==> config.mk <==
export PLATFORM = sky130hd
export DESIGN_NAME = mips_multicycle_core
export DESIGN_NICKNAME = d
export VERILOG_FILES = /design/src/rtl/mips_multicycle_core.sv
export SDC_FILE = /design/constraint.sdc
export NUM_CORES = 1
export LEC_CHECK = 0
export CAP_MARGIN = 20
export CORE_MARGIN = 10
export CORE_UTILIZATION = 40
export CTS_CLUSTER_DIAMETER = 200
export DETAILED_ROUTE_END_ITERATION = 8
export GPL_TIMING_DRIVEN = 0
export PLACE_DENSITY = 0.63
export SLEW_MARGIN = 10
export SYNTH_ARGS = -nofsm -noshare
export SYNTH_HDL_FRONTEND = slang
export SYNTH_SLANG_ARGS = --single-unit
==> constraint.sdc <==
create_clock -name clock -period 11.63 [get_ports clock]
set_input_delay 1.163 -clock clock [delete_from_list [all_inputs] [get_ports clock]]
set_output_delay 1.163 -clock clock [all_outputs]
set_load 0.1 [all_outputs]
==> src/rtl/mips_multicycle_core.sv <==
// rtl/mips_multicycle_core.sv - multi-cycle MIPS core (16-bit encoding) with req/ack memory ports
module mips_multicycle_core #(
   parameter int DATA_W  = 16,
   parameter int PC_W    = 16,
   parameter int PC_STEP = 2
) (
   input  logic              clock,
   input  logic              reset,
   output logic              imem_req,
   output logic [PC_W-1:0]   imem_addr,
   input  logic              imem_ack,
   input  logic [15:0]       imem_rdata,
   output logic              dmem_req,
   output logic              dmem_we,
   output logic [PC_W-1:0]   dmem_addr,
   output logic [DATA_W-1:0] dmem_wdata,
   input  logic              dmem_ack,
   input  logic [DATA_W-1:0] dmem_rdata,
   output logic [15:0]       ir,
   output logic              wb_valid,
   output logic [1:0]        wb_reg,
   output logic [DATA_W-1:0] wb_data,
   output logic              halted
);

   localparam logic [3:0] OP_ADD  = 4'b0000;
   localparam logic [3:0] OP_SUB  = 4'b0001;
   localparam logic [3:0] OP_AND  = 4'b0010;
   localparam logic [3:0] OP_OR   = 4'b0011;
   localparam logic [3:0] OP_ADDI = 4'b0100;
   localparam logic [3:0] OP_LW   = 4'b0101;
   localparam logic [3:0] OP_SW   = 4'b0110;
   localparam logic [3:0] OP_SLT  = 4'b0111;
   localparam logic [3:0] OP_BEQ  = 4'b1000;
   localparam logic [3:0] OP_HALT = 4'b1111;

   // Branch offsets are in instructions; scale to bytes with a shift.
   localparam int STEP_SH = (PC_STEP == 4) ? 2 : ((PC_STEP == 2) ? 1 : 0);

   typedef enum logic [2:0] {
      S_FETCH, S_DECODE, S_EXEC, S_MEM, S_WB, S_HALT
   } state_t;

   state_t            state_q, state_d;
   logic [PC_W-1:0]   pc_q, pc_d;
   logic [15:0]       ir_q, ir_d;
   logic [DATA_W-1:0] a_q, a_d, b_q, b_d, alu_q, alu_d;
   logic [DATA_W-1:0] rf_q [4];
   logic [DATA_W-1:0] rf_d [4];
   logic              imem_req_q, imem_req_d;
   logic              dmem_req_q, dmem_req_d;
   logic              dmem_we_q, dmem_we_d;
   logic [PC_W-1:0]   dmem_addr_q, dmem_addr_d;
   logic [DATA_W-1:0] dmem_wdata_q, dmem_wdata_d;
   logic              wb_valid_q, wb_valid_d;
   logic [1:0]        wb_reg_q, wb_reg_d;
   logic [DATA_W-1:0] wb_data_q, wb_data_d;
   logic              halted_q, halted_d;

   logic [3:0]        op;
   logic [1:0]        rs, rt, rd, alu_dest;
   logic [DATA_W-1:0] imm_ext, alu_res;
   logic [PC_W-1:0]   br_off, addr_calc;
   logic              is_rtype;

   assign op       = ir_q[15:12];
   assign rs       = ir_q[11:10];
   assign rt       = ir_q[9:8];
   assign rd       = ir_q[7:6];
   assign imm_ext  = DATA_W'($signed(ir_q[7:0]));
   assign br_off   = PC_W'($signed(ir_q[7:0])) << STEP_SH;
   assign is_rtype = (op == OP_ADD) || (op == OP_SUB) || (op == OP_AND) ||
                     (op == OP_OR)  || (op == OP_SLT);
   assign alu_dest = is_rtype ? rd : rt;

   // Effective address is the low PC_W bits of the ALU result, zero-extended when narrower.
   if (PC_W <= DATA_W) begin : g_addr_trunc
      assign addr_calc = alu_res[PC_W-1:0];
   end else begin : g_addr_ext
      assign addr_calc = {{(PC_W-DATA_W){1'b0}}, alu_res};
   end

   // ALU operating on the operand latches captured in DECODE.
   always_comb begin
      alu_res = '0;
      case (op)
         OP_ADD:                alu_res = a_q + b_q;
         OP_SUB:                alu_res = a_q - b_q;
         OP_AND:                alu_res = a_q & b_q;
         OP_OR:                 alu_res = a_q | b_q;
         OP_SLT:                alu_res = ($signed(a_q) < $signed(b_q)) ? DATA_W'(1) : '0;
         OP_ADDI, OP_LW, OP_SW: alu_res = a_q + imm_ext;
         default:               alu_res = '0;
      endcase
   end

   // Next-state and next-output logic for the FETCH/DECODE/EXEC/MEM/WB/HALT sequencer.
   always_comb begin
      state_d      = state_q;
      pc_d         = pc_q;
      ir_d         = ir_q;
      a_d          = a_q;
      b_d          = b_q;
      alu_d        = alu_q;
      imem_req_d   = imem_req_q;
      dmem_req_d   = dmem_req_q;
      dmem_we_d    = dmem_we_q;
      dmem_addr_d  = dmem_addr_q;
      dmem_wdata_d = dmem_wdata_q;
      wb_valid_d   = 1'b0;
      wb_reg_d     = wb_reg_q;
      wb_data_d    = wb_data_q;
      halted_d     = halted_q;
      rf_d         = rf_q;
      // The write lands at the edge closing the WB cycle, while wb_valid is high.
      if (wb_valid_q) rf_d[wb_reg_q] = wb_data_q;
      rf_d[0] = '0;

      case (state_q)
         S_FETCH: begin
            if (!imem_req_q) begin
               // Only after reset: raise the request one cycle later.
               imem_req_d = 1'b1;
            end else if (imem_ack) begin
               ir_d       = imem_rdata;
               pc_d       = pc_q + PC_W'(PC_STEP);
               imem_req_d = 1'b0;
               state_d    = S_DECODE;
            end
         end
         S_DECODE: begin
            a_d = (rs == 2'd0) ? '0 : rf_q[rs];
            b_d = (rt == 2'd0) ? '0 : rf_q[rt];
            if (op == OP_HALT) begin
               halted_d = 1'b1;
               state_d  = S_HALT;
            end else begin
               state_d = S_EXEC;
            end
         end
         S_EXEC: begin
            alu_d = alu_res;
            if (op == OP_BEQ) begin
               if (a_q == b_q) pc_d = pc_q + br_off;
               imem_req_d = 1'b1;
               state_d    = S_FETCH;
            end else if (op == OP_LW || op == OP_SW) begin
               dmem_req_d   = 1'b1;
               dmem_we_d    = (op == OP_SW);
               dmem_addr_d  = addr_calc;
               dmem_wdata_d = b_q;
               state_d      = S_MEM;
            end else if (is_rtype || op == OP_ADDI) begin
               wb_valid_d = (alu_dest != 2'd0);
               wb_reg_d   = alu_dest;
               wb_data_d  = alu_res;
               state_d    = S_WB;
            end else begin
               imem_req_d = 1'b1;
               state_d    = S_FETCH;
            end
         end
         S_MEM: begin
            if (dmem_ack) begin
               dmem_req_d = 1'b0;
               if (dmem_we_q) begin
                  imem_req_d = 1'b1;
                  state_d    = S_FETCH;
               end else begin
                  wb_valid_d = (rt != 2'd0);
                  wb_reg_d   = rt;
                  wb_data_d  = dmem_rdata;
                  state_d    = S_WB;
               end
            end
         end
         S_WB: begin
            imem_req_d = 1'b1;
            state_d    = S_FETCH;
         end
         default: begin
            state_d = S_HALT;
         end
      endcase
   end

   // All architectural and output state, asynchronously cleared.
   always_ff @(posedge clock or posedge reset) begin
      if (reset) begin
         state_q      <= S_FETCH;
         pc_q         <= '0;
         ir_q         <= '0;
         a_q          <= '0;
         b_q          <= '0;
         alu_q        <= '0;
         imem_req_q   <= 1'b0;
         dmem_req_q   <= 1'b0;
         dmem_we_q    <= 1'b0;
         dmem_addr_q  <= '0;
         dmem_wdata_q <= '0;
         wb_valid_q   <= 1'b0;
         wb_reg_q     <= '0;
         wb_data_q    <= '0;
         halted_q     <= 1'b0;
         for (int i = 0; i < 4; i++) rf_q[i] <= '0;
      end else begin
         state_q      <= state_d;
         pc_q         <= pc_d;
         ir_q         <= ir_d;
         a_q          <= a_d;
         b_q          <= b_d;
         alu_q        <= alu_d;
         imem_req_q   <= imem_req_d;
         dmem_req_q   <= dmem_req_d;
         dmem_we_q    <= dmem_we_d;
         dmem_addr_q  <= dmem_addr_d;
         dmem_wdata_q <= dmem_wdata_d;
         wb_valid_q   <= wb_valid_d;
         wb_reg_q     <= wb_reg_d;
         wb_data_q    <= wb_data_d;
         halted_q     <= halted_d;
         for (int i = 0; i < 4; i++) rf_q[i] <= rf_d[i];
      end
   end

   assign imem_req   = imem_req_q;
   assign imem_addr  = pc_q;
   assign dmem_req   = dmem_req_q;
   assign dmem_we    = dmem_we_q;
   assign dmem_addr  = dmem_addr_q;
   assign dmem_wdata = dmem_wdata_q;
   assign ir         = ir_q;
   assign wb_valid   = wb_valid_q;
   assign wb_reg     = wb_reg_q;
   assign wb_data    = wb_data_q;
   assign halted     = halted_q;

endmodule

==> results of run 1 <==
==> cell families (layout without fill, tap and decap cells) <==
kind of cell             count (synthesis)  in the layout  share of synthesized area
AO/OA/AOI/OAI                          296            296                      0.184
XOR/XNOR                                33             33                     0.0268
adder cells (fa/ha/maj)                 83             83                     0.0983
buffers and inverters                  115            270                     0.0424
flip-flops                             169            169                      0.392
multiplexers                           125            125                      0.129
other                                    1              1                   0.000347
AND/OR/NAND/NOR                        272            272                      0.127
==> cells in the mapped netlist, drive strengths merged (10+ instances only) <==
library cell	instances	area share
nor2	98	0.035
dfrtp	169	0.39
nor2b	10	0.0058
inv	58	0.020
a21o	23	0.016
o21ai	53	0.025
nor3	18	0.0083
a22oi	33	0.023
nand2b	12	0.0083
a221oi	10	0.0093
nand2	62	0.022
a31oi	10	0.0058
a211oi	12	0.0097
xnor2	18	0.015
buf	18	0.0086
xor2	15	0.012
ha	80	0.093
a21oi	89	0.041
clkbuf	39	0.014
mux2	116	0.12
==> final cells by class <==
cell class / count / share of cell area
repair buffers: 123 / 0.0949
well taps: 341 / 0.0326
inverters: 58 / 0.0172
clock inverters: 15 / 0.0158
flip-flops and latches: 169 / 0.323
clock buffers: 17 / 0.0325
multi-input cells: 810 / 0.466
plain buffers: 57 / 0.0183
==> metal layers <==
metal,share of wire,wire (um),GRT usage,vias up
met5,0,0,0,-
met4,0.014,488,0.0518,0
met2,0.45,15400,0.315,314
met1,0.46,15800,0.273,4488
li1,-,-,-,4244
met3,0.069,2340,0.0425,38
==> layout by cell type (no fill, tap or decap), drive strengths merged, types with 5 or more instances in the layout <==
cell           count
o21ai             53
clkdlybuf4s50    121
nand2b            12
o211ai             5
nor3b              6
inv               66
mux2             116
o21a               7
a22oi             33
nand3              5
xnor2             18
ha                80
nor3              18
and2               6
nor2              98
or3                8
a211oi            12
a21o              23
and3               9
o31ai              9
a31oi             10
nand4              9
clkbuf            56
nand3b             5
clkinv             7
a221oi            10
nor2b             10
or4                5
o21bai             7
xor2              15
a21oi             89
o221ai             8
dfrtp            169
mux2i              9
nand2             62
buf               20
==> how the worst max path moves through the flow <==
stage,endpoint,slack [ps]
floorplan,a_q[0],5890
global placement,dmem_wdata[14],3470
detailed placement,wb_data[11],6740
CTS,wb_data[11],6740
global route,wb_data[11],6580
finish,wb_data[11],6650
==> through the flow <==
step	cells	instance area, um^2	utilization	setup slack (ps)	hold WS (ps)
after floorplan	1094	10800	-	5890	460
after global placement	1556	12400	0.465	3470	459
after detailed placement	1558	12500	0.467	6740	463
after CTS	1590	13100	0.490	6740	476
final	1590	13100	0.490	6650	474
after global routing	1590	13100	0.490	6580	497
==> worst max-delay path, cell delays in order (launching register included) <==
cell and delay, ps:
dfrtp_1 340, buf_2 270, a21boi_2 180, nand2b_1 100
buf_2 240, buf_1 530, mux2_2 420, ha_1 270
clkbuf_1 320, o21a_1 180, nor2_1 40, a21oi_1 510
a21boi_0 220, xnor2_1 180, a221oi_1 820, o221ai_1 200
==> results_dict.tcl, run 1 <==
set metrics [dict create \
    status "completed" \
    die_w_um 184 \
    ys_types 79 \
    worst_slew_pin_slew_ps 1020 \
    synth_nets 1213 \
    start_kind "flip-flop" \
    place.gp.congestion 0.920 \
    top_register "rf_q" \
    ant_nets 0 \
    rsz0062_at_grt "no" \
    cts_setup_buffers 0 \
    syn_inst 1094 \
    grt_pass1_vias 9034 \
    cts_buffer_depth 2 \
    synth-edff-count 0 \
    num_vias 9084 \
    reg2reg_setup_slack_ps 6650 \
    hold_start "imem_addr[15]" \
    crit_fanout 10 \
    area_growth_pct 21.4 \
    die_h_um 184 \
    clock_latency_ps 450 \
    ys_warn_count 0 \
    drv_slew 0 \
    crit_type "flip-flop to flip-flop" \
    antenna_found_initial 0 \
    fillers 2495 \
    initialDrtViolationCount 733 \
    avgSynthCellArea_um2 9.87 \
    grt_overflow 0 \
    multiInputGateArea_um2 6110 \
    cts_root_buf "clkbuf_16" \
    wl_per_cell_um 21.4 \
    start_util 0.404 \
    rr_worst_depth 15 \
    startpoint "ir[12]" \
    holdPathEnd "imem_addr[15]" \
    drive_above_1_share 0.144 \
    grt_pass1_wl_um 52600 \
    cts_tree "built" \
    r2r-end "wb_data[11]" \
    synth_area_um2 10800 \
    max_slew_margin 0.319 \
    rr_startpoint "ir[12]" \
    required_ps 11930 \
    via_per_inst 5.71 \
    route.detailed.drc 0 \
    cap_viol_max_count 0 \
    fin_nets 1355 \
    ctsHoldBuffers 0 \
    port_buffers 121 \
    yosys_register_bits 169 \
    cts_max_level 4 \
    finalCritPeriodShare 0.428 \
    hp-class "flip-flop to flip-flop" \
    die_area_um2 34000 \
    io_pins 123 \
    finalCriticalPeriod_ps 4980 \
    grt_max_degree 93 \
    drt_wl_total_um 34000 \
    clkSlewWorstSetupHoldPaths_ps 90 \
    finalSetupViolations 0 \
    cp-end-kind "flip-flop" \
    min_path_cells 1 \
    coreArea_um2 26700 \
    cts_buffers 17 \
    final.setup_skew_ps 18.8 \
    clock-sinks 169 \
    hold_viol 0 \
    ys.flop_type "dfrtp_1" \
    arrival_ps 5290 \
    std_cell_rows 60 \
    tns_ps 0 \
    track_usage 0.200 \
    fmax_mhz 201 \
    largest_reg_flops 48 \
    synth.yosys.seq_area_share 0.392 \
    async_reset_ff_frac 1.00 \
    first_pass_iters 5 \
    seq_area_um2 4230 \
    cts_resized 0 \
    hpwl_um 25600 \
    n_antenna_cell 0 \
]
Power of run 1 is left out: the tool's default activity adds up to more than one toggle a clock period on the data nets, which glitch-free logic cannot reach.
==> run 2: changes to the inputs <==
- PLACE_DENSITY: 0.63 -> 0.65
- clock period: 11.63 -> 4.1 ns (I/O delays scaled with it)
==> run 2 against run 1 <==
  * Maximum frequency rose by 26%
  * Hold slack lost 110 ps
  * Critical path depth shrank 1
  * Clock skew decreased by 3.9 ps
  * Core utilization grew 0.51 points
  * Via count is 0.39% higher
  * Worst setup slack got worse by 6500 ps
  * Highest routed layer unchanged
==> results_dict.tcl, run 2 (same netlist as run 1, synthesis figures left out) <==
set metrics [dict create \
    clock_latency_ps 450 \
    drt_wl_total_um 34200 \
    cts_root_buf "clkbuf_16" \
    layout_common_cells "dfrtp_1 (169), clkdlybuf4s50_1 (121), mux2_2 (110), nor2_1 (96), a21oi_1 (88)" \
    r2r-end "wb_data[11]" \
    top_register "rf_q" \
    cp_top_family "compound AO/OA/AOI/OAI gates" \
    fin_cells 1592 \
    finalSetupViolations 0 \
    num_vias 9119 \
    cts_max_level 4 \
    cp-endpoint "wb_data[11]" \
    grt_pass1_wl_um 53900 \
    cts_buffer_depth 2 \
    max_slew_margin 0.321 \
    fillers 2531 \
    reg2reg_setup_slack_ps 150 \
    rr_worst_depth 14 \
    cp_num_buf_inv 3 \
    cts_setup_buffers 0 \
    crit_type "flip-flop to flip-flop" \
    ctsHoldBuffers 0 \
    startpoint "ir[12]" \
    area_growth_pct 22.7 \
    fmax_mhz 253 \
    final.setup_skew_ps 14.9 \
    max_stage_delay_ps 460 \
    initialDrtViolationCount 719 \
    dp.cells 1561 \
    via_per_inst 5.73 \
    cp-end-kind "flip-flop" \
    hold_viol 0 \
    drv_slew 0 \
    hpwl_um 26000 \
    rr_startpoint "ir[12]" \
    finalCriticalPeriod_ps 3950 \
    fin_nets 1357 \
    die_w_um 184 \
    grt_overflow 0 \
    slowest_stage "a221oi_4" \
    clkSlewWorstSetupHoldPaths_ps 80 \
    rsz0062_at_grt "no" \
    drive_above_1_share 0.153 \
    largest_reg_flops 48 \
    crit_fanout 10 \
    io_pins 123 \
    die_h_um 184 \
    arrival_ps 4260 \
    cap_viol_max_count 0 \
    final_common_cell "dfrtp_1" \
    first_pass_iters 7 \
    cts_buffers 17 \
    std_cell_rows 60 \
    worstSetupPathDepth 14 \
    port_buffers 121 \
    die_area_um2 34000 \
    path_common_cell "buf_2" \
    antenna_found_initial 0 \
    required_ps 4410 \
    route.detailed.drc 0 \
    track_usage 0.205 \
    hp-class "primary input to async pin" \
    wl_per_cell_um 21.5 \
    status "completed" \
    crit_path_cell_trace "buf_2 > a21boi_4 > nand2b_1 > buf_2 > clkbuf_4 > mux2_2 > ha_1 > and3_1 > a22oi_1 > a21oi_2 > a21boi_0 > xnor2_1 > a221oi_4 > o221ai_1" \
    finalCritPeriodShare 0.964 \
    start_util 0.404 \
    grt_pass1_vias 9195 \
    coreArea_um2 26700 \
    place.gp.congestion 0.940 \
    worst_slew_pin_slew_ps 1020 \
    start_kind "flip-flop" \
    grt_max_degree 37 \
    cts_tree "built" \
    clock-sinks 169 \
    ant_nets 0 \
    n_antenna_cell 0 \
]
==> run 2: cell count changes in the layout (fill, tap and decap cells not counted), moves of 2 or more <==
cell	previous run	this run
a221oi_1	8	6
a211oi_1	9	6
a211oi_2	3	5
buf_12	0	4
inv_8	4	1
==> run 2: area by class of cell <==
type	count	area, um^2	share of cell area
Clock buffer	17	425	0.0321
Tap cell	341	427	0.0322
Buffer	56	240	0.0181
Inverter	58	221	0.0167
Multi-Input combinational cell	810	6170	0.466
Timing Repair Buffer	126	1320	0.0996
Sequential cell	169	4230	0.319
Clock inverter	15	209	0.0158
==> run 2: repair_timing <==
| item | CTS | global route |
|---|---|---|
| pin swaps | 1 | 1 |
| resized for setup | 7 | 4 |
| endpoints found under the setup margin | 14 | 13 |
==> run 2: worst min path at each step <==
stage                  start             to  slack, ps  depth (start not counted)
3_5_place_dp   imem_addr[15]  imem_addr[15]        470                          1
2_1_floorplan       rf_q[15]       rf_q[15]        460                          2
6_report               reset  imem_addr[12]        360                          2
4_1_cts                reset  imem_addr[12]        370                          2
3_3_place_gp          halted         halted        460                          2
5_1_grt                reset  imem_addr[12]        400                          2
==> run 2: stage by stage <==
| stage | setup WS (ps) | TNS [ps] | util | hold slack (ps) | cell area, um^2 |
|---|---|---|---|---|---|
| 2_1_floorplan | 20.1 | 0 | - | 460 | 10800 |
| 3_3_place_gp | -775 | -3940 | 0.465 | 460 | 12400 |
| 3_5_place_dp | -771 | -4000 | 0.469 | 466 | 12500 |
| 4_1_cts | 31.4 | 0 | 0.495 | 375 | 13200 |
| 5_1_grt | 39.3 | 0 | 0.495 | 404 | 13200 |
| 6_report | 146 | 0 | 0.495 | 360 | 13200 |
==> run 2: metal layers <==
metal  global-route usage  share of wire
met1                0.277           0.45
met2                0.313           0.44
met3               0.0530          0.082
met4               0.0619          0.022
met5                    0              0
Power of run 2 is left out for the same reason.
==> run 3: changes to the inputs <==
- CTS_CLUSTER_DIAMETER: 200 -> 100
==> results of run 3 <==
Final layout, timing and power as in run 2 (identical DEF).
Power of run 3 is left out for the same reason.
